$ cat config.mk
export PLATFORM = sky130hd
export DESIGN_NAME = cpu_boot_ctrl
export DESIGN_NICKNAME = d
export VERILOG_FILES = /design/src/rtl/cpu_boot_ctrl_pkg.sv /design/src/rtl/cpu_boot_ctrl_watchdog.sv /design/src/rtl/cpu_boot_ctrl.sv
export SDC_FILE = /design/constraint.sdc
export NUM_CORES = 1
export LEC_CHECK = 0
export CORE_ASPECT_RATIO = 0.75
export CORE_MARGIN = 2
export CORE_UTILIZATION = 40
export CTS_CLUSTER_DIAMETER = 100
export DETAILED_ROUTE_END_ITERATION = 16
export HOLD_SLACK_MARGIN = 0.05
export PLACE_DENSITY_LB_ADDON = 0.2
export SYNTH_ARGS = -nofsm -noshare
export SYNTH_HDL_FRONTEND = slang
export SYNTH_SLANG_ARGS = --single-unit
$ cat constraint.sdc
create_clock -name clk -period 2.8 [get_ports clk]
set_input_delay 0.28 -clock clk [delete_from_list [all_inputs] [get_ports clk]]
set_output_delay 0.28 -clock clk [all_outputs]
set_load 0.05 [all_outputs]
$ cat src/rtl/cpu_boot_ctrl_pkg.sv
// ---------------------------------------------------------------------------
// boot_ctrl_defs: shared definitions for the CPU boot/run controller.
//   - boot_state_e : controller state encoding (IDLE=0 .. DONE=4)
//   - ch_w()       : width of a channel index for a given channel count
//   - `BOOT_LD_LEN_SLICE(vec, idx, w) : selects channel idx's length field
//     out of the packed per-channel length vector.
// ---------------------------------------------------------------------------
`ifndef BOOT_CTRL_DEFS_SV
`define BOOT_CTRL_DEFS_SV

`define BOOT_LD_LEN_SLICE(vec, idx, w) vec[(idx)*(w) +: (w)]

package boot_ctrl_defs;

  typedef enum logic [2:0] {
    IDLE    = 3'd0,
    LOAD    = 3'd1,
    CPU_RST = 3'd2,
    RUN     = 3'd3,
    DONE    = 3'd4
  } boot_state_e;

  // A single channel still needs a 1-bit index so the port stays legal.
  function automatic int ch_w(input int num_ch);
    return (num_ch > 1) ? $clog2(num_ch) : 1;
  endfunction

endpackage

`endif

$ cat src/rtl/cpu_boot_ctrl_watchdog.sv
// ---------------------------------------------------------------------------
// boot_run_watchdog: saturating RUN-cycle counter with budget compare.
//   clk, reset   : clock, synchronous active-high reset
//   clr          : clears the counter (new boot sequence)
//   en           : count this cycle (controller is in RUN)
//   run_cycles   : budget; 0 means unlimited
//   cycle_cnt    : cycles counted so far, saturates at all-ones
//   expire       : this enabled cycle is the last one of the budget
// ---------------------------------------------------------------------------
module boot_run_watchdog #(
  parameter int CNT_W = 32
) (
  input  logic             clk,
  input  logic             reset,
  input  logic             clr,
  input  logic             en,
  input  logic [CNT_W-1:0] run_cycles,
  output logic [CNT_W-1:0] cycle_cnt,
  output logic             expire
);

  logic [CNT_W-1:0] cnt_reg;

  always_ff @(posedge clk) begin
    if (reset || clr) begin
      cnt_reg <= '0;
    end else if (en && !(&cnt_reg)) begin
      cnt_reg <= cnt_reg + 1'b1;
    end
  end

  // Once saturated, cnt+1 wraps to 0 and can never equal a nonzero budget.
  assign expire    = en && (|run_cycles) && ((cnt_reg + CNT_W'(1)) == run_cycles);
  assign cycle_cnt = cnt_reg;

endmodule

$ cat src/rtl/cpu_boot_ctrl.sv
// ---------------------------------------------------------------------------
// cpu_boot_ctrl: boot and run controller for the MIPS CPU.
// Copies NUM_CH memory images from a boot source into the CPU memories,
// holds the CPU in reset for RST_CYCLES cycles, then runs it until it halts
// or the cycle budget expires.
//
// Ports:
//   clk, reset          clock, synchronous active-high reset
//   start               pulse to begin load/reset/run (ignored while busy)
//   run_cycles          RUN budget, 0 = unlimited (sampled at start)
//   ld_len              per-channel word counts, slice i = channel i
//   src_req/ch/addr     boot-source read request, held until src_valid
//   src_rdata/src_valid boot-source response
//   mem_we/addr/wdata   one-hot write port to the target memories
//   cpu_resetn          CPU reset, active-low
//   cpu_halt            CPU halted
//   busy/done/timeout   sequence status (done sticky until next start)
//   cycle_cnt           cycles spent in RUN
//   chksum              sum of all loaded words
//
// Build option: define BOOT_CHKSUM_EN to build the load checksum; without it
// chksum reads 0 and no adder exists.
// ---------------------------------------------------------------------------
module cpu_boot_ctrl
  import boot_ctrl_defs::*;
#(
  parameter int NUM_CH     = 3,
  parameter int ADDR_W     = 8,
  parameter int DATA_W     = 32,
  parameter int RST_CYCLES = 2,
  parameter int CNT_W      = 32
) (
  input  logic                     clk,
  input  logic                     reset,
  input  logic                     start,
  input  logic [CNT_W-1:0]         run_cycles,
  input  logic [NUM_CH*ADDR_W-1:0] ld_len,
  output logic                     src_req,
  output logic [ch_w(NUM_CH)-1:0]  src_ch,
  output logic [ADDR_W-1:0]        src_addr,
  input  logic [DATA_W-1:0]        src_rdata,
  input  logic                     src_valid,
  output logic [NUM_CH-1:0]        mem_we,
  output logic [ADDR_W-1:0]        mem_addr,
  output logic [DATA_W-1:0]        mem_wdata,
  output logic                     cpu_resetn,
  input  logic                     cpu_halt,
  output logic                     busy,
  output logic                     done,
  output logic                     timeout,
  output logic [CNT_W-1:0]         cycle_cnt,
  output logic [DATA_W-1:0]        chksum
);

  localparam int CH_W  = ch_w(NUM_CH);
  localparam int RST_W = (RST_CYCLES > 1) ? $clog2(RST_CYCLES) : 1;

  boot_state_e state_reg, state_next;

  logic [NUM_CH*ADDR_W-1:0] len_reg;
  logic [CH_W-1:0]          ch_reg;
  logic [ADDR_W-1:0]        addr_reg;
  logic                     req_reg;
  logic                     last_reg;      // the word just captured was the final one
  logic [NUM_CH-1:0]        mem_we_reg;
  logic [ADDR_W-1:0]        mem_addr_reg;
  logic [DATA_W-1:0]        mem_wdata_reg;
  logic [RST_W-1:0]         rst_cnt_reg;
  logic                     done_reg;
  logic                     timeout_reg;
  logic [CNT_W-1:0]         budget_reg;

  logic [NUM_CH-1:0] ld_nz, len_nz;
  logic [CH_W-1:0]   first_ch, next_ch;
  logic              first_found, next_found;
  logic [ADDR_W-1:0] cur_len;
  logic              more_words;
  logic              start_acc, load_acc, wr_cycle, rst_last;
  logic              wd_expire;

  // Per-channel "has something to load" flags, for the start request and
  // for the latched lengths used while walking the channels.
  genvar gi;
  generate
    for (gi = 0; gi < NUM_CH; gi++) begin : g_len_nz
      assign ld_nz[gi]  = |`BOOT_LD_LEN_SLICE(ld_len, gi, ADDR_W);
      assign len_nz[gi] = |`BOOT_LD_LEN_SLICE(len_reg, gi, ADDR_W);
    end
  endgenerate

  // Descending scan so the lowest qualifying channel is the one kept.
  always_comb begin
    first_ch    = '0;
    first_found = 1'b0;
    next_ch     = '0;
    next_found  = 1'b0;
    cur_len     = '0;
    for (int i = NUM_CH - 1; i >= 0; i--) begin
      if (ld_nz[i]) begin
        first_found = 1'b1;
        first_ch    = CH_W'(i);
      end
      if (len_nz[i] && (CH_W'(i) > ch_reg)) begin
        next_found = 1'b1;
        next_ch    = CH_W'(i);
      end
      if (ch_reg == CH_W'(i)) begin
        cur_len = `BOOT_LD_LEN_SLICE(len_reg, i, ADDR_W);
      end
    end
  end

  // addr never exceeds len-1, so addr+1 cannot wrap.
  assign more_words = (addr_reg + ADDR_W'(1)) < cur_len;

  boot_run_watchdog #(
    .CNT_W(CNT_W)
  ) u_watchdog (
    .clk       (clk),
    .reset     (reset),
    .clr       (start_acc),
    .en        (state_reg == RUN),
    .run_cycles(budget_reg),
    .cycle_cnt (cycle_cnt),
    .expire    (wd_expire)
  );

  always_ff @(posedge clk) begin
    if (reset) begin
      state_reg <= IDLE;
    end else begin
      state_reg <= state_next;
    end
  end

  always_comb begin
    state_next = state_reg;
    start_acc  = 1'b0;
    load_acc   = 1'b0;
    wr_cycle   = 1'b0;
    cpu_resetn = 1'b0;
    busy       = 1'b1;
    rst_last   = (rst_cnt_reg == RST_W'(RST_CYCLES - 1));
    case (state_reg)
      IDLE: begin
        busy = 1'b0;
        if (start) begin
          start_acc  = 1'b1;
          state_next = first_found ? LOAD : CPU_RST;
        end
      end
      LOAD: begin
        load_acc = req_reg && src_valid;
        wr_cycle = |mem_we_reg;
        if (wr_cycle && last_reg) begin
          state_next = CPU_RST;
        end
      end
      CPU_RST: begin
        if (rst_last) begin
          state_next = RUN;
        end
      end
      RUN: begin
        cpu_resetn = 1'b1;
        if (cpu_halt || wd_expire) begin
          state_next = DONE;
        end
      end
      DONE: begin
        busy       = 1'b0;
        cpu_resetn = 1'b1;
        if (start) begin
          start_acc  = 1'b1;
          state_next = first_found ? LOAD : CPU_RST;
        end
      end
      default: begin
        busy       = 1'b0;
        state_next = IDLE;
      end
    endcase
  end

  // Load handshake: the request drops on the accept edge, the write strobe
  // fires the following cycle, and the next request rises on the write edge,
  // giving at most one word every two cycles.
  always_ff @(posedge clk) begin
    if (reset) begin
      len_reg       <= '0;
      ch_reg        <= '0;
      addr_reg      <= '0;
      req_reg       <= 1'b0;
      last_reg      <= 1'b0;
      mem_we_reg    <= '0;
      mem_addr_reg  <= '0;
      mem_wdata_reg <= '0;
      rst_cnt_reg   <= '0;
      done_reg      <= 1'b0;
      timeout_reg   <= 1'b0;
      budget_reg    <= '0;
    end else begin
      mem_we_reg <= '0;
      if (start_acc) begin
        budget_reg  <= run_cycles;
        len_reg     <= ld_len;
        ch_reg      <= first_ch;
        addr_reg    <= '0;
        last_reg    <= 1'b0;
        req_reg     <= first_found;
        rst_cnt_reg <= '0;
        done_reg    <= 1'b0;
        timeout_reg <= 1'b0;
      end
      if (load_acc) begin
        req_reg       <= 1'b0;
        mem_we_reg    <= NUM_CH'(1) << ch_reg;
        mem_addr_reg  <= addr_reg;
        mem_wdata_reg <= src_rdata;
        if (more_words) begin
          addr_reg <= addr_reg + 1'b1;
        end else if (next_found) begin
          ch_reg   <= next_ch;
          addr_reg <= '0;
        end else begin
          last_reg <= 1'b1;
        end
      end
      if (wr_cycle && !last_reg) begin
        req_reg <= 1'b1;
      end
      if (state_reg == CPU_RST) begin
        rst_cnt_reg <= rst_cnt_reg + 1'b1;
      end
      // Halt has priority over budget expiry.
      if (state_reg == RUN && state_next == DONE) begin
        done_reg    <= 1'b1;
        timeout_reg <= !cpu_halt;
      end
    end
  end

`ifdef BOOT_CHKSUM_EN
  logic [DATA_W-1:0] chksum_reg;

  // Accumulated on the accept edge so the sum moves with mem_we.
  always_ff @(posedge clk) begin
    if (reset || start_acc) begin
      chksum_reg <= '0;
    end else if (load_acc) begin
      chksum_reg <= chksum_reg + src_rdata;
    end
  end

  assign chksum = chksum_reg;
`else
  assign chksum = '0;
`endif

  assign src_req   = req_reg;
  assign src_ch    = ch_reg;
  assign src_addr  = addr_reg;
  assign mem_we    = mem_we_reg;
  assign mem_addr  = mem_addr_reg;
  assign mem_wdata = mem_wdata_reg;
  assign done      = done_reg;
  assign timeout   = timeout_reg;

endmodule

==> metrics.txt <==
# DRC=0; P_leak=3.66 nW; vias in the first global route=6,863; Root Buffer=clkbuf_16; IO buf count=between 150 and 200; row cnt=43; CP most frequent cell=and3_4; CTS buffer count=17; P per Cell Area=roughly 510 nW/um2; Crit Path Max Fanout=7; CP top delay family=compound AO/OA/AOI/OAI gates; Peak Freq=about 380 MHz; final clock skew=0.00721 ns; HPWL Detailed=16,600 um; CP endpoint kind=register; cells along the critical path=ha_4 > and3_4 > nand3_1 > xnor2_2 > ha_1 > a21o_1 > a211oi_4 > and3_4 > nand2_1 > a221oi_1; Final ANT Viol Nets=0; RR Startpoint=src_addr[0]; synthesized cell area=7710 um2; EDFF count, synth=0; pre-CTS WS=-0.0561 ns; Routability Congestion=about 0.9; crit path from=src_addr[0]; TritonCTS clock tree=built; total inserted antenna cells=0; commonest non-fill, non-tap cell in the layout=nand2_1; CP Class=reg -> reg; syn_area_per_cell=between 7 and 8 um2; Startpoint Class=register; initial antenna violation count=0; YS warnings=0; setup violators final=0; Tcrit/Tclk final=between 90 and 100%; flops & latches, synth=about 150; Crit-path slowest cell=dfxtp_4; run status=finished clean; Critical Path AT=~3.0 ns; I/O pins=between 200 and 250; CTS sink cnt=149; final core utilization=a little under three fifths; Die H=approximately 120 um; fin. max-slew vios=0; via count=about 7,500; most frequent cells in the layout=nand2_1 (231), clkdlybuf4s50_1 (181), dfxtp_1 (142); layout cells sized above 1=9.74%; synth unique cells=just over 70; CP Buf/Inv Count=0; sequential share of the synthesized area=38.7%; peak supply drop=0.266 mV; Critical Path RT=3.12 ns; WHS=0.281 ns; ys flop type=dfxtp_1; fin crit period=roughly 2.6 ns; Starting Density=41.3%; final WL=roughly 23,000 um; Area Growth Syn to Fin=34.5%; WL/cell=roughly 16 um; drt pass-1 iters=5; Die ar.=a little over 20,000 um2; Final Hold Vio Count=0; async set or reset register ratio after synthesis=0%; CORE AREA=between 15,000 and 20,000 um2; PnR worst setup slack=0.150 ns; Placed Instances=1,383; Via density=between 5 and 6; total track usage=roughly 22%; Final Net Count=approximately 1,300; Initial DRC Count=567; Max-cap violations=0; die width=164 um; CP peak stage delay=0.38 ns; Cell Count, Final, Fillers Out=~1,400; Congestion Overflow GR=0; Worst Hold Class=in -> reg; later-pin clock latency in the skew report=0.43 ns; RSZ-0062 raised after global routing=no; H-tree depth=4; clock transition at the registers of the reported paths=~0.06 ns; Worst Tran Pin Value=between 0.5 and 0.6 ns; Synth Instances=991; fill cell count=1,767; Tot Pwr=0.00530 W; largest net degree at the start of global routing=a little over 50; first-pass GRT wire length=36,600 um; max_slew headroom=~60%; Worst Hold Launch=reset; clk buf depth=2
## cells by family (layout without fill, tap and decap cells)
kind of cell / after synthesis / in the layout / share of synthesized area, %
simple gates: 437 / 437 / 27.4
compound gates: 220 / 220 / 16.6
flops: 149 / 149 / 38.7
buf+inv: 105 / 253 / 7.66
xor+xnor: 60 / 60 / 6.81
mux: 10 / 10 / 1.30
fa+ha+maj: 9 / 9 / 1.46
other cells: 1 / 32 / 0.0486
## worst register-to-register path, delay by kind of cell, from the launching register on
| kind | cells | cell delay [ns] |
|---|---|---|
| AOI/OAI and AO/OA | 3 | 0.83 |
| xor gates and xnor gates | 1 | 0.17 |
| adders and majority gates | 2 | 0.49 |
| DFF | 1 | 0.38 |
| and+or+nand+nor | 4 | 0.67 |
## per-layer routing
metal | share of wire (%) | routed length [um] | track usage (%)
met5 | 0 | 0 | 0
met4 | 0.73 | 166 | 4.23
met3 | 9.0 | 2030 | 6.39
met2 | 42 | 9470 | 31.8
met1 | 48 | 11000 | 33.2
## cell type report
type	instances	area [um2]	share of cell area [%]
Clock buffer	18	439	4.23
Clock inverter	14	164	1.58
Inverter	4	15.0	0.145
Multi-Input combinational cell	768	4370	42.1
Sequential cell	149	3000	28.9
Tap cell	247	309	2.98
Timing Repair Buffer	217	2080	20.1
## where the power goes
group          internal [W]  switching (W)
clock network       0.00137        0.00101
logic              0.000267       0.000408
registers           0.00218      0.0000632
total               0.00381        0.00148
## through the flow
step | setup TNS [ns] | cell area [um2]
final | 0 | 10400
after global routing | 0 | 10400
after CTS | 0 | 10300
after detailed placement | -0.148 | 9660
after global placement | -0.0640 | 9660
after floorplan | 0 | 7850
## synthesized netlist by cell type (9+ instances only)
library cell	number	area, um2
a21oi_1	130	651
and3_1	9	56.3
buf_2	14	70.1
buf_4	34	255
clkbuf_1	39	146
dfxtp_1	149	2980
ha_1	9	113
mux2i_1	10	100
nand2_1	232	871
nand3_1	21	105
nand4_1	13	81.3
nor2_1	49	184
nor2b_1	9	56.3
nor3_1	19	95.1
nor4_1	25	156
o21ai_0	26	130
or3_1	12	75.1
xnor2_1	31	272
xor2_1	29	254
## path summary, 6_finish.rpt
path	slack (ns)	cells past startpoint	end
max	0.15	10	src_addr[2]
min	0.28	2	last_reg
max reg2reg	0.15	10	src_addr[2]
min reg2reg	0.45	2	mem_wdata[29]
## what timing repair did
item                                    in CTS  in global routing
gates resized for setup                      3                 22
cloned                                       0                  0
endpoints found under the setup margin       5                 15
pin swaps                                    0                  7
hold buffers                                 0                  0
hold endpoints to repair                     0                  0
buffers inserted                             0                  2
No activity file was read; power rests on OpenSTA's default activity.
